$ cat src/rtl/frame_rd_stream_if.sv
// rtl/frame_rd_stream_if.sv - memory read port and pixel stream bundle for frame_rd_stream
//
// Signals:
//   rd_en, rd_addr            request to the ram_int_4p read port
//   rd_rdy                    memory port accepts a request this cycle
//   rd_data, rd_data_valid    returned word, in request order
//   pix_data, pix_valid       pixel stream towards the display pipeline
//   pix_ready                 downstream accepts the current pixel
//   pix_sof, pix_eof          first / last pixel of the frame
// Modports:
//   master  frame_rd_stream side
//   slave   memory port + downstream side
interface frame_rd_stream_if #(
  parameter int ADDR_W = 24,
  parameter int DATA_W = 32
) ();
  logic              rd_en;
  logic [ADDR_W-1:0] rd_addr;
  logic              rd_rdy;
  logic [DATA_W-1:0] rd_data;
  logic              rd_data_valid;
  logic [23:0]       pix_data;
  logic              pix_valid;
  logic              pix_ready;
  logic              pix_sof;
  logic              pix_eof;

  modport master (
    output rd_en, rd_addr, pix_data, pix_valid, pix_sof, pix_eof,
    input  rd_rdy, rd_data, rd_data_valid, pix_ready
  );

  modport slave (
    input  rd_en, rd_addr, pix_data, pix_valid, pix_sof, pix_eof,
    output rd_rdy, rd_data, rd_data_valid, pix_ready
  );
endinterface

$ cat src/rtl/frame_rd_stream.sv
// rtl/frame_rd_stream.sv - fetches one frame from a ram_int_4p read port as a pixel stream
//
// Optional feature macro: FRAME_RD_PATT_CHK_EN (adds CHK_PATT, chk_fail, chk_cnt).
//
// Ports:
//   clk        system clock (clk_33m domain)
//   reset      synchronous, active-low reset
//   start      one-cycle pulse, begins a frame fetch when idle
//   base_addr  first word address, sampled on accepted start
//   busy       high from accepted start until done
//   done       one-cycle pulse after the last pixel is accepted downstream
//   chk_fail   (feature) sticky pattern mismatch flag
//   chk_cnt    (feature) accepted returns in the current frame, saturating
//   bus        frame_rd_stream_if.master: memory read port + pixel stream
module frame_rd_stream #(
  parameter int ADDR_W      = 24,
  parameter int DATA_W      = 32,
  parameter int FRAME_WORDS = 5,
  parameter int FIFO_DEPTH  = 8
`ifdef FRAME_RD_PATT_CHK_EN
  ,
  parameter logic [23:0] CHK_PATT = 24'hFFFFFF
`endif
) (
  input  logic              clk,
  input  logic              reset,
  input  logic              start,
  input  logic [ADDR_W-1:0] base_addr,
  output logic              busy,
  output logic              done,
`ifdef FRAME_RD_PATT_CHK_EN
  output logic              chk_fail,
  output logic [15:0]       chk_cnt,
`endif
  frame_rd_stream_if.master bus
);

  localparam int FCW = $clog2(FRAME_WORDS + 1);
  localparam int QCW = $clog2(FIFO_DEPTH + 1);
  localparam int PW  = $clog2(FIFO_DEPTH);

  localparam logic [FCW-1:0] FW_L    = FCW'(FRAME_WORDS);
  localparam logic [FCW-1:0] FW_M1   = FCW'(FRAME_WORDS - 1);
  localparam logic [QCW:0]   DEPTH_L = (QCW + 1)'(FIFO_DEPTH);

  typedef enum logic [1:0] {
    ST_IDLE,
    ST_FETCH,
    ST_DRAIN,
    ST_DONE
  } state_t;

  state_t state, state_nxt;

  logic [ADDR_W-1:0] addr_q;
  logic [FCW-1:0]    issued;
  logic [FCW-1:0]    popped;
  logic [QCW-1:0]    outstanding;
  logic [QCW-1:0]    fifo_count;
  logic [PW-1:0]     wr_ptr;
  logic [PW-1:0]     rd_ptr;
  logic [23:0]       fifo_mem [FIFO_DEPTH];

  logic [QCW:0] credit_used;
  logic         start_ok;
  logic         accept;
  logic         ret;
  logic         pop;

  // Every entry already in the FIFO or still owed by memory holds a credit,
  // so a request is only issued when its return is guaranteed a slot.
  assign credit_used = {1'b0, fifo_count} + {1'b0, outstanding};
  assign start_ok    = (state == ST_IDLE) && start;

  assign bus.rd_en   = (state == ST_FETCH) && (issued < FW_L) && (credit_used < DEPTH_L);
  assign bus.rd_addr = addr_q;
  assign accept      = bus.rd_en && bus.rd_rdy;

  // Returns are only meaningful while a frame is in flight and something is owed;
  // stragglers from a frame aborted by reset fall through here.
  assign ret = bus.rd_data_valid && ((state == ST_FETCH) || (state == ST_DRAIN))
               && (outstanding != '0);

  assign bus.pix_valid = (fifo_count != '0);
  assign bus.pix_data  = fifo_mem[rd_ptr];
  assign bus.pix_sof   = bus.pix_valid && (popped == '0);
  assign bus.pix_eof   = bus.pix_valid && (popped == FW_M1);
  assign pop           = bus.pix_valid && bus.pix_ready;

  always_ff @(posedge clk) begin
    if (!reset) begin
      state <= ST_IDLE;
    end else begin
      state <= state_nxt;
    end
  end

  always_comb begin
    state_nxt = state;
    busy      = 1'b0;
    done      = 1'b0;
    case (state)
      ST_IDLE: begin
        if (start) state_nxt = ST_FETCH;
      end
      ST_FETCH: begin
        busy = 1'b1;
        if (accept && (issued == FW_M1)) state_nxt = ST_DRAIN;
      end
      ST_DRAIN: begin
        busy = 1'b1;
        // Leave on the edge that pops the last pixel so done follows it directly.
        if ((popped == FW_L) || (pop && (popped == FW_M1))) state_nxt = ST_DONE;
      end
      ST_DONE: begin
        done      = 1'b1;
        state_nxt = ST_IDLE;
      end
      default: state_nxt = ST_IDLE;
    endcase
  end

  always_ff @(posedge clk) begin
    if (!reset) begin
      addr_q      <= '0;
      issued      <= '0;
      popped      <= '0;
      outstanding <= '0;
      fifo_count  <= '0;
      wr_ptr      <= '0;
      rd_ptr      <= '0;
    end else if (start_ok) begin
      addr_q      <= base_addr;
      issued      <= '0;
      popped      <= '0;
      outstanding <= '0;
      fifo_count  <= '0;
      wr_ptr      <= '0;
      rd_ptr      <= '0;
    end else begin
      if (accept) begin
        addr_q <= addr_q + ADDR_W'(1);
        issued <= issued + FCW'(1);
      end
      outstanding <= outstanding + QCW'(accept) - QCW'(ret);
      if (ret) wr_ptr <= wr_ptr + PW'(1);
      if (pop) begin
        rd_ptr <= rd_ptr + PW'(1);
        popped <= popped + FCW'(1);
      end
      fifo_count <= fifo_count + QCW'(ret) - QCW'(pop);
    end
  end

  always_ff @(posedge clk) begin
    if (ret) fifo_mem[wr_ptr] <= bus.rd_data[23:0];
  end

  generate
    if (DATA_W > 24) begin : g_hi_bits
      logic unused_hi;
      assign unused_hi = ^bus.rd_data[DATA_W-1:24];
    end
  endgenerate

`ifdef FRAME_RD_PATT_CHK_EN
  always_ff @(posedge clk) begin
    if (!reset) begin
      chk_fail <= 1'b0;
      chk_cnt  <= '0;
    end else if (start_ok) begin
      chk_fail <= 1'b0;
      chk_cnt  <= '0;
    end else if (ret) begin
      if (bus.rd_data[23:0] != CHK_PATT) chk_fail <= 1'b1;
      if (chk_cnt != 16'hFFFF) chk_cnt <= chk_cnt + 16'd1;
    end
  end
`endif

endmodule

$ cat src/flat_wrapper.sv
// flat-port wrapper written by rule: the top's interface ports become plain ports
module frame_rd_stream_flat 
#(
  parameter int ADDR_W      = 24,
  parameter int DATA_W      = 32,
  parameter int FRAME_WORDS = 5,
  parameter int FIFO_DEPTH  = 8

)
  (clk, reset, start, base_addr, busy, done, bus_rd_en, bus_rd_addr, bus_pix_data, bus_pix_valid, bus_pix_sof, bus_pix_eof, bus_rd_rdy, bus_rd_data, bus_rd_data_valid, bus_pix_ready);
  frame_rd_stream_if #(.ADDR_W(ADDR_W), .DATA_W(DATA_W)) bus_i ();
  input  logic clk;
  input  logic reset;
  input  logic start;
  input  logic [ADDR_W-1:0] base_addr;
  output logic busy;
  output logic done;
  output wire logic [$bits(bus_i.rd_en)-1:0] bus_rd_en;
  output wire logic [$bits(bus_i.rd_addr)-1:0] bus_rd_addr;
  output wire logic [$bits(bus_i.pix_data)-1:0] bus_pix_data;
  output wire logic [$bits(bus_i.pix_valid)-1:0] bus_pix_valid;
  output wire logic [$bits(bus_i.pix_sof)-1:0] bus_pix_sof;
  output wire logic [$bits(bus_i.pix_eof)-1:0] bus_pix_eof;
  input wire logic [$bits(bus_i.rd_rdy)-1:0] bus_rd_rdy;
  input wire logic [$bits(bus_i.rd_data)-1:0] bus_rd_data;
  input wire logic [$bits(bus_i.rd_data_valid)-1:0] bus_rd_data_valid;
  input wire logic [$bits(bus_i.pix_ready)-1:0] bus_pix_ready;
  assign bus_rd_en = bus_i.rd_en;
  assign bus_rd_addr = bus_i.rd_addr;
  assign bus_pix_data = bus_i.pix_data;
  assign bus_pix_valid = bus_i.pix_valid;
  assign bus_pix_sof = bus_i.pix_sof;
  assign bus_pix_eof = bus_i.pix_eof;
  assign bus_i.rd_rdy = bus_rd_rdy;
  assign bus_i.rd_data = bus_rd_data;
  assign bus_i.rd_data_valid = bus_rd_data_valid;
  assign bus_i.pix_ready = bus_pix_ready;
  frame_rd_stream #(.ADDR_W(ADDR_W), .DATA_W(DATA_W), .FRAME_WORDS(FRAME_WORDS), .FIFO_DEPTH(FIFO_DEPTH)) u_core (.clk(clk), .reset(reset), .start(start), .base_addr(base_addr), .busy(busy), .done(done), .bus(bus_i));
endmodule
$ cat config.mk
export PLATFORM = sky130hd
export DESIGN_NAME = frame_rd_stream_flat
export DESIGN_NICKNAME = d
export VERILOG_FILES = /design/src/rtl/frame_rd_stream_if.sv /design/src/rtl/frame_rd_stream.sv /design/src/flat_wrapper.sv
export SDC_FILE = /design/constraint.sdc
export NUM_CORES = 1
export LEC_CHECK = 0
export CORE_MARGIN = 4
export CORE_UTILIZATION = 45
export CTS_CLUSTER_SIZE = 8
export DETAILED_ROUTE_END_ITERATION = 6
export DONT_BUFFER_PORTS = 1
export GPL_TIMING_DRIVEN = 0
export PLACE_DENSITY = 0.65
export SYNTH_ARGS = -nofsm -noshare
export SYNTH_HDL_FRONTEND = slang
export SYNTH_SLANG_ARGS = --single-unit
export TNS_END_PERCENT = 100
$ cat constraint.sdc
create_clock -name clk -period 4.1 [get_ports clk]
set_input_delay 0.82 -clock clk [delete_from_list [all_inputs] [get_ports clk]]
set_output_delay 0.82 -clock clk [all_outputs]
set_load 0.01 [all_outputs]
==> results of run 1 <==
-- state kept, by name (all words and copies together), names as in the netlist, named ones only --
register            cells
u_core.issued           3
u_core.state            2
u_core.popped           3
u_core.fifo_mem       192
u_core.outstanding      4
u_core.fifo_count       4
u_core.bus.rd_addr     24
u_core.rd_ptr           3
u_core.wr_ptr           3
-- critical path: cells and delay by family, from the launching register on --
kind	cells	cell delay, ns
buffers and inverters	2	1.14
muxes	2	0.74
DFF	1	0.37
-- final timing paths --
kind / from / endpoint / slack, ns / cells after the start
hold / removal: bus_rd_data[17] / u_core.fifo_mem[7][17]$_DFFE_PP_ / 0.40 / 0
setup reg to reg: u_core.state[1]$_SDFFE_PN0P_ / u_core.fifo_mem[5][13]$_DFFE_PP_ / 0.78 / 7
setup / recovery: flip-flop / bus_pix_data[22] / 0.55 / 4
hold reg to reg: u_core.issued[1]$_SDFFE_PP0P_ / u_core.issued[1]$_SDFFE_PP0P_ / 0.51 / 2
-- synthesized netlist by cell type (12+ instances only) --
library cell / instances
mux2_2: 25
xor2_1: 22
nand3_1: 19
nand2_1: 23
nor2_1: 30
a21oi_1: 19
o21ai_0: 17
mux4_2: 48
inv_1: 26
nand4_1: 12
ha_1: 26
clkbuf_1: 17
edfxtp_1: 192
dfxtp_1: 49
-- power groups by stage --
stage / combinational [uW] / sequential, uW / clock (uW)
after detailed placement: 1110 / 3000 / 0
after floorplan: 878 / 2950 / 0
final: 1100 / 2950 / 2660
after global placement: 1060 / 2990 / 0
after CTS: 1110 / 2950 / 2720
after global routing: 1220 / 2970 / 2830
-- cell families after synthesis --
family	count (synthesis)	synth area share, %
buf+inv	52	2.126
mux	76	14.00
xor+xnor	32	2.818
simple gates	118	6.252
fa+ha+maj	28	3.673
compound gates	55	3.296
flops	241	67.83
-- layer usage --
layer	track usage, %	wire length (um)	part of all wire [%]	vias up
li1	-	-	-	2428
met1	21.22	8355	41	2710
met2	29.19	10540	51	151
met3	4.480	1287	6.3	33
met4	4.959	404	2.0	0
met5	0	0	0	-
-- layout make-up --
| cell class | instances | area (um^2) | area share, % |
|---|---|---|---|
| Timing Repair Buffer | 12 | 135.1 | 1.176 |
| Buffer | 26 | 113.9 | 0.9907 |
| Tap cell | 280 | 350.3 | 3.048 |
| Clock buffer | 47 | 963.4 | 8.383 |
| Multi-Input combinational cell | 309 | 3033 | 26.39 |
| Inverter | 26 | 97.59 | 0.8492 |
| Sequential cell | 241 | 6746 | 58.70 |
| Clock inverter | 4 | 52.55 | 0.4573 |
-- metrics by stage --
stage	hold WS [ns]	std cells	TNS (ns)	util, %	instance area (um^2)
final	0.4017	945	0	52.82	11490
after global routing	0.3813	945	0	52.82	11490
after CTS	0.3849	945	0	52.82	11490
after detailed placement	0.5013	894	0	48.15	10480
after global placement	0.4757	882	-205.83	47.33	10300
after floorplan	0.4663	602	0	-	9946
==> out/metrics.cfg, run 1 <==
[outcome]
status = completed

[setup_path]
worstPathCellList = clkbuf_1, clkbuf_1, mux4_2, mux2_2
cp_max_fo = 10
start_kind = flip-flop
critPathRequiredTime_ns = 3.28
cp.arrival_ns = 2.73
path_common_cell = clkbuf_1
cpPeakStageDelay_ns = 0.65
crit_slowest_cell = clkbuf_1
path_class = flip-flop to output port
crit_path_end_kind = output port

[floorplan]
start_util_pct = 45.72
die_y_um = 156.7
core_um2 = 21760
num_io_pins = 116
fp-row-count = 54
die_x_um = 156.7
die_area_um2 = 24540

[synth]
yosysSeqAreaShare_pct = 67.83
synth-seq-cells = 241
yosys_warnings = 0
avgSynthCellArea_um2 = 16.52
syn_area_um2 = 9946
yosys-top-cells-area = edfxtp_1, mux4_2, dfxtp_1
synth_nets = 692
synthDistinctLibCells = 46
yosysTopAreaCellShare_pct = 57.97
synth_edf_count = 192
synthFlopType = edfxtp_1
netlist_instances = 602
async_flop_share_pct = 0
yosysTopAreaCell = edfxtp_1

[timing]
min_period_ns = 3.554
relSlewSlack_pct = 36.37
fin_crit_sh_pct = 86.68
finalSetupViolations = 0
tightest_slew_ns = 0.9503
hold_violations = 0
rsz0062_at_grt = false
layout_setup_ws_ns = 0.5462
fin_skew_ns = 0.02562
fmax_mhz = 281.4
drv_slew = 0

[placed_design]
dp_hpwl_mm = 13.90
portBuffers = 0
place_congestion = 0.8228
place_ws_ns = 0.7972

[routing]
totalWireLength_mm = 20.59
antenna_left = 0
drc = 0
dr_total_vias = 5322
wl_per_cell_um = 21.79
drt_iter0_drc = 335
first_pass_iters = 4
vias_per_cell = 5.632

[cts]
clock_latency_ns = 0.51
post_cts_buffers = 0
cts_hold_buf = 0
clk_pin_slew_ns = 0.06
cts_tree = done
cts_resized = 0
cts_buffer_depth = 3
h-tree-depth = 2
cts_buffers = 36
cts_root_buffer = clkbuf_16
cts_sinks = 241

[global_routing]
grt_start_max_net_pins = 25
grt_pass1_wl_mm = 31.91
grt_use_total_pct = 16.96
grt_overflow = 0
antenna_found_initial = 0
grt_pass1_vias = 5767

[hold_path]
min_path_type = primary input to flip-flop

[flow_run]
cap_violations = 0

[power_and_ir_drop]
report.power.total_uw = 6714
power_density_nw_per_um2 = 584.2
swShare_pct = 26.06
p_int_uw = 4964
p_comb_share_pct = 16.3
seq_power_share_pct = 44.0
power_frac_clock_pct = 39.7
irDropWorstVdd_mv = 0.3424
p_switching_uw = 1750
p_leak_uw = 0.003752

[cells_and_area]
nets = 742
final_common_cell = edfxtp_1
final_cell_mix = edfxtp_1, dfxtp_1, mux4_2
n_fill_cell = 1731
diodes = 0
drive_above_1_share_pct = 21.95
area_delta_synth_final_pct = 15.55

No activity file was read; power rests on OpenSTA's default activity.
==> run 2, diff against run 1 <==
--- a/config.mk
+++ b/config.mk
@@ -15,4 +15,3 @@
 export SYNTH_ARGS = -nofsm -noshare
 export SYNTH_HDL_FRONTEND = slang
 export SYNTH_SLANG_ARGS = --single-unit
-export TNS_END_PERCENT = 100
==> results of run 2 <==
The final DEF is identical to that of run 1; final timing and power are the same.
==> run 3, diff against run 2 <==
--- a/config.mk
+++ b/config.mk
@@ -6,12 +6,12 @@
 export NUM_CORES = 1
 export LEC_CHECK = 0
 export CORE_MARGIN = 4
-export CORE_UTILIZATION = 45
+export CORE_UTILIZATION = 61
 export CTS_CLUSTER_SIZE = 8
 export DETAILED_ROUTE_END_ITERATION = 6
 export DONT_BUFFER_PORTS = 1
 export GPL_TIMING_DRIVEN = 0
-export PLACE_DENSITY = 0.65
+export PLACE_DENSITY = 0.82
 export SYNTH_ARGS = -nofsm -noshare
 export SYNTH_HDL_FRONTEND = slang
 export SYNTH_SLANG_ARGS = --single-unit
==> run 3 against run 2 <==
Net effect: largest power group unchanged; setup slack worse by 0.094 ns; critical path type unchanged; highest routed layer unchanged; via count rose by 5.2%; register-to-register slack got worse by 0.12 ns.
==> out/metrics.cfg, run 3 (synthesized netlist as in run 1, its figures left out) <==
[outcome]
status = completed

[cts]
cts_resized = 0
clock_latency_ns = 0.50
cts_tree = done
cts_buffer_depth = 3
clk_pin_slew_ns = 0.05
post_cts_buffers = 0
cts_buffers = 36
cts_hold_buf = 0
h-tree-depth = 2
cts_root_buffer = clkbuf_16
cts_sinks = 241

[power_and_ir_drop]
p_comb_share_pct = 16.6
p_int_uw = 4958
swShare_pct = 26.12
p_leak_uw = 0.003768
seq_power_share_pct = 44.0
power_frac_clock_pct = 39.4
report.power.total_uw = 6711
p_switching_uw = 1753
irDropWorstVdd_mv = 0.4415
power_density_nw_per_um2 = 585.6

[timing]
fmax_mhz = 274.2
min_period_ns = 3.648
hold_violations = 0
layout_setup_ws_ns = 0.4524
finalSetupViolations = 0
fin_crit_sh_pct = 88.97
relSlewSlack_pct = 34.57
fin_hold_ws_ns = 0.4143
tightest_slew_ns = 0.9761
fin_skew_ns = 0.01603
rsz0062_at_grt = false
drv_slew = 0

[setup_path]
critPathTopFamily = buffers and inverters
crit_slowest_cell = clkbuf_1
cpPeakStageDelay_ns = 0.65
r2r-end = u_core.fifo_mem[2][21]$_DFFE_PP_
worstPathCellList = clkbuf_1, clkbuf_1, mux4_2, mux2_2
start_kind = flip-flop
cp.arrival_ns = 2.83
path_class = flip-flop to output port
r2r_cells = 8
reg2reg_from = u_core.state[1]$_SDFFE_PN0P_
path_common_cell = clkbuf_1
r2r_slack_ns = 0.66
cp_max_fo = 10
critPathRequiredTime_ns = 3.28
crit_path_end_kind = output port
crit_buf_inv = 2

[routing]
totalWireLength_mm = 22.49
first_pass_iters = 5
vias_per_cell = 6.348
drc = 0
drt_iter0_drc = 431
wl_per_cell_um = 25.50
dr_total_vias = 5599
antenna_left = 0

[floorplan]
die_y_um = 135.7
die_x_um = 135.7
fp-row-count = 46
core_um2 = 15940
die_area_um2 = 18410
start_util_pct = 62.38
num_io_pins = 116

[hold_path]
hold-path-cell-count = 0
hp-start = bus_rd_data[10]
hold_end = u_core.fifo_mem[7][10]$_DFFE_PP_
min_path_type = primary input to flip-flop

[cells_and_area]
drive_above_1_share_pct = 22.22
final_cell_mix = edfxtp_1, dfxtp_1, mux4_2
nets = 744
final_common_cell = edfxtp_1
largest_reg_flops = 192
final_util_pct = 71.88
area_delta_synth_final_pct = 15.22
diodes = 0
final_cell_count_no_fill = 882
largest_register = u_core.fifo_mem

[global_routing]
antenna_found_initial = 0
grt_start_max_net_pins = 25
grt_overflow = 0
grt_pass1_vias = 5969
grt_use_total_pct = 25.35
grt_pass1_wl_mm = 34.69

[flow_run]
cap_violations = 0

[placed_design]
portBuffers = 0
placed_cells = 832
place_ws_ns = 0.6681
place_congestion = 0.8745
dp_hpwl_mm = 13.84

[run 3: worst max path at each step]
stage,startpoint,end,slack [ns],cells past startpoint
6_report,flip-flop,bus_pix_data[11],0.45,4
5_1_grt,flip-flop,bus_pix_data[11],0.38,4
4_1_cts,flip-flop,bus_pix_data[11],0.43,4
3_5_place_dp,u_core.state[1]$_SDFFE_PN0P_,u_core.fifo_mem[2][21]$_DFFE_PP_,0.67,8
3_3_place_gp,u_core.state[1]$_SDFFE_PN0P_,u_core.fifo_mem[5][19]$_DFFE_PP_,-1.54,6
2_1_floorplan,bus_rd_data_valid,u_core.fifo_mem[2][0]$_DFFE_PP_,0.35,4
[run 3: area by class of cell]
| type | instances | area [um^2] |
|---|---|---|
| plain buffers | 26 | 113.9 |
| clock buffers | 48 | 998.5 |
| clock inverters | 2 | 23.77 |
| fillers | 940 | 4483 |
| inverters | 26 | 97.59 |
| multi-input cells | 309 | 3033 |
| flip-flops and latches | 241 | 6746 |
| well taps | 216 | 270.3 |
| repair buffers | 14 | 176.4 |
[run 3: routing by layer]
metal	vias up	GRT usage [%]	part of all wire, %	routed length [um]
li1	2426	-	-	-
met1	2841	31.13	37	8277
met2	290	43.67	53	11880
met3	42	6.761	8.0	1807
met4	0	9.071	2.4	529
met5	-	0	0	0
[run 3: power by group through the flow]
| stage | Combinational [uW] | Clock, uW | Sequential (uW) |
|---|---|---|---|
| after global placement | 1050 | 0 | 2990 |
| after global routing | 1230 | 2800 | 2970 |
| after floorplan | 878 | 0 | 2950 |
| final | 1110 | 2650 | 2950 |
| after CTS | 1130 | 2680 | 2950 |
| after detailed placement | 1110 | 0 | 2990 |
[run 3: stage by stage]
stage               cell area [um^2]  setup TNS [ns]
global placement               10220         -188.79
CTS                            11460               0
detailed placement             10440               0
floorplan                       9946               0
finish                         11460               0
global route                   11460               0
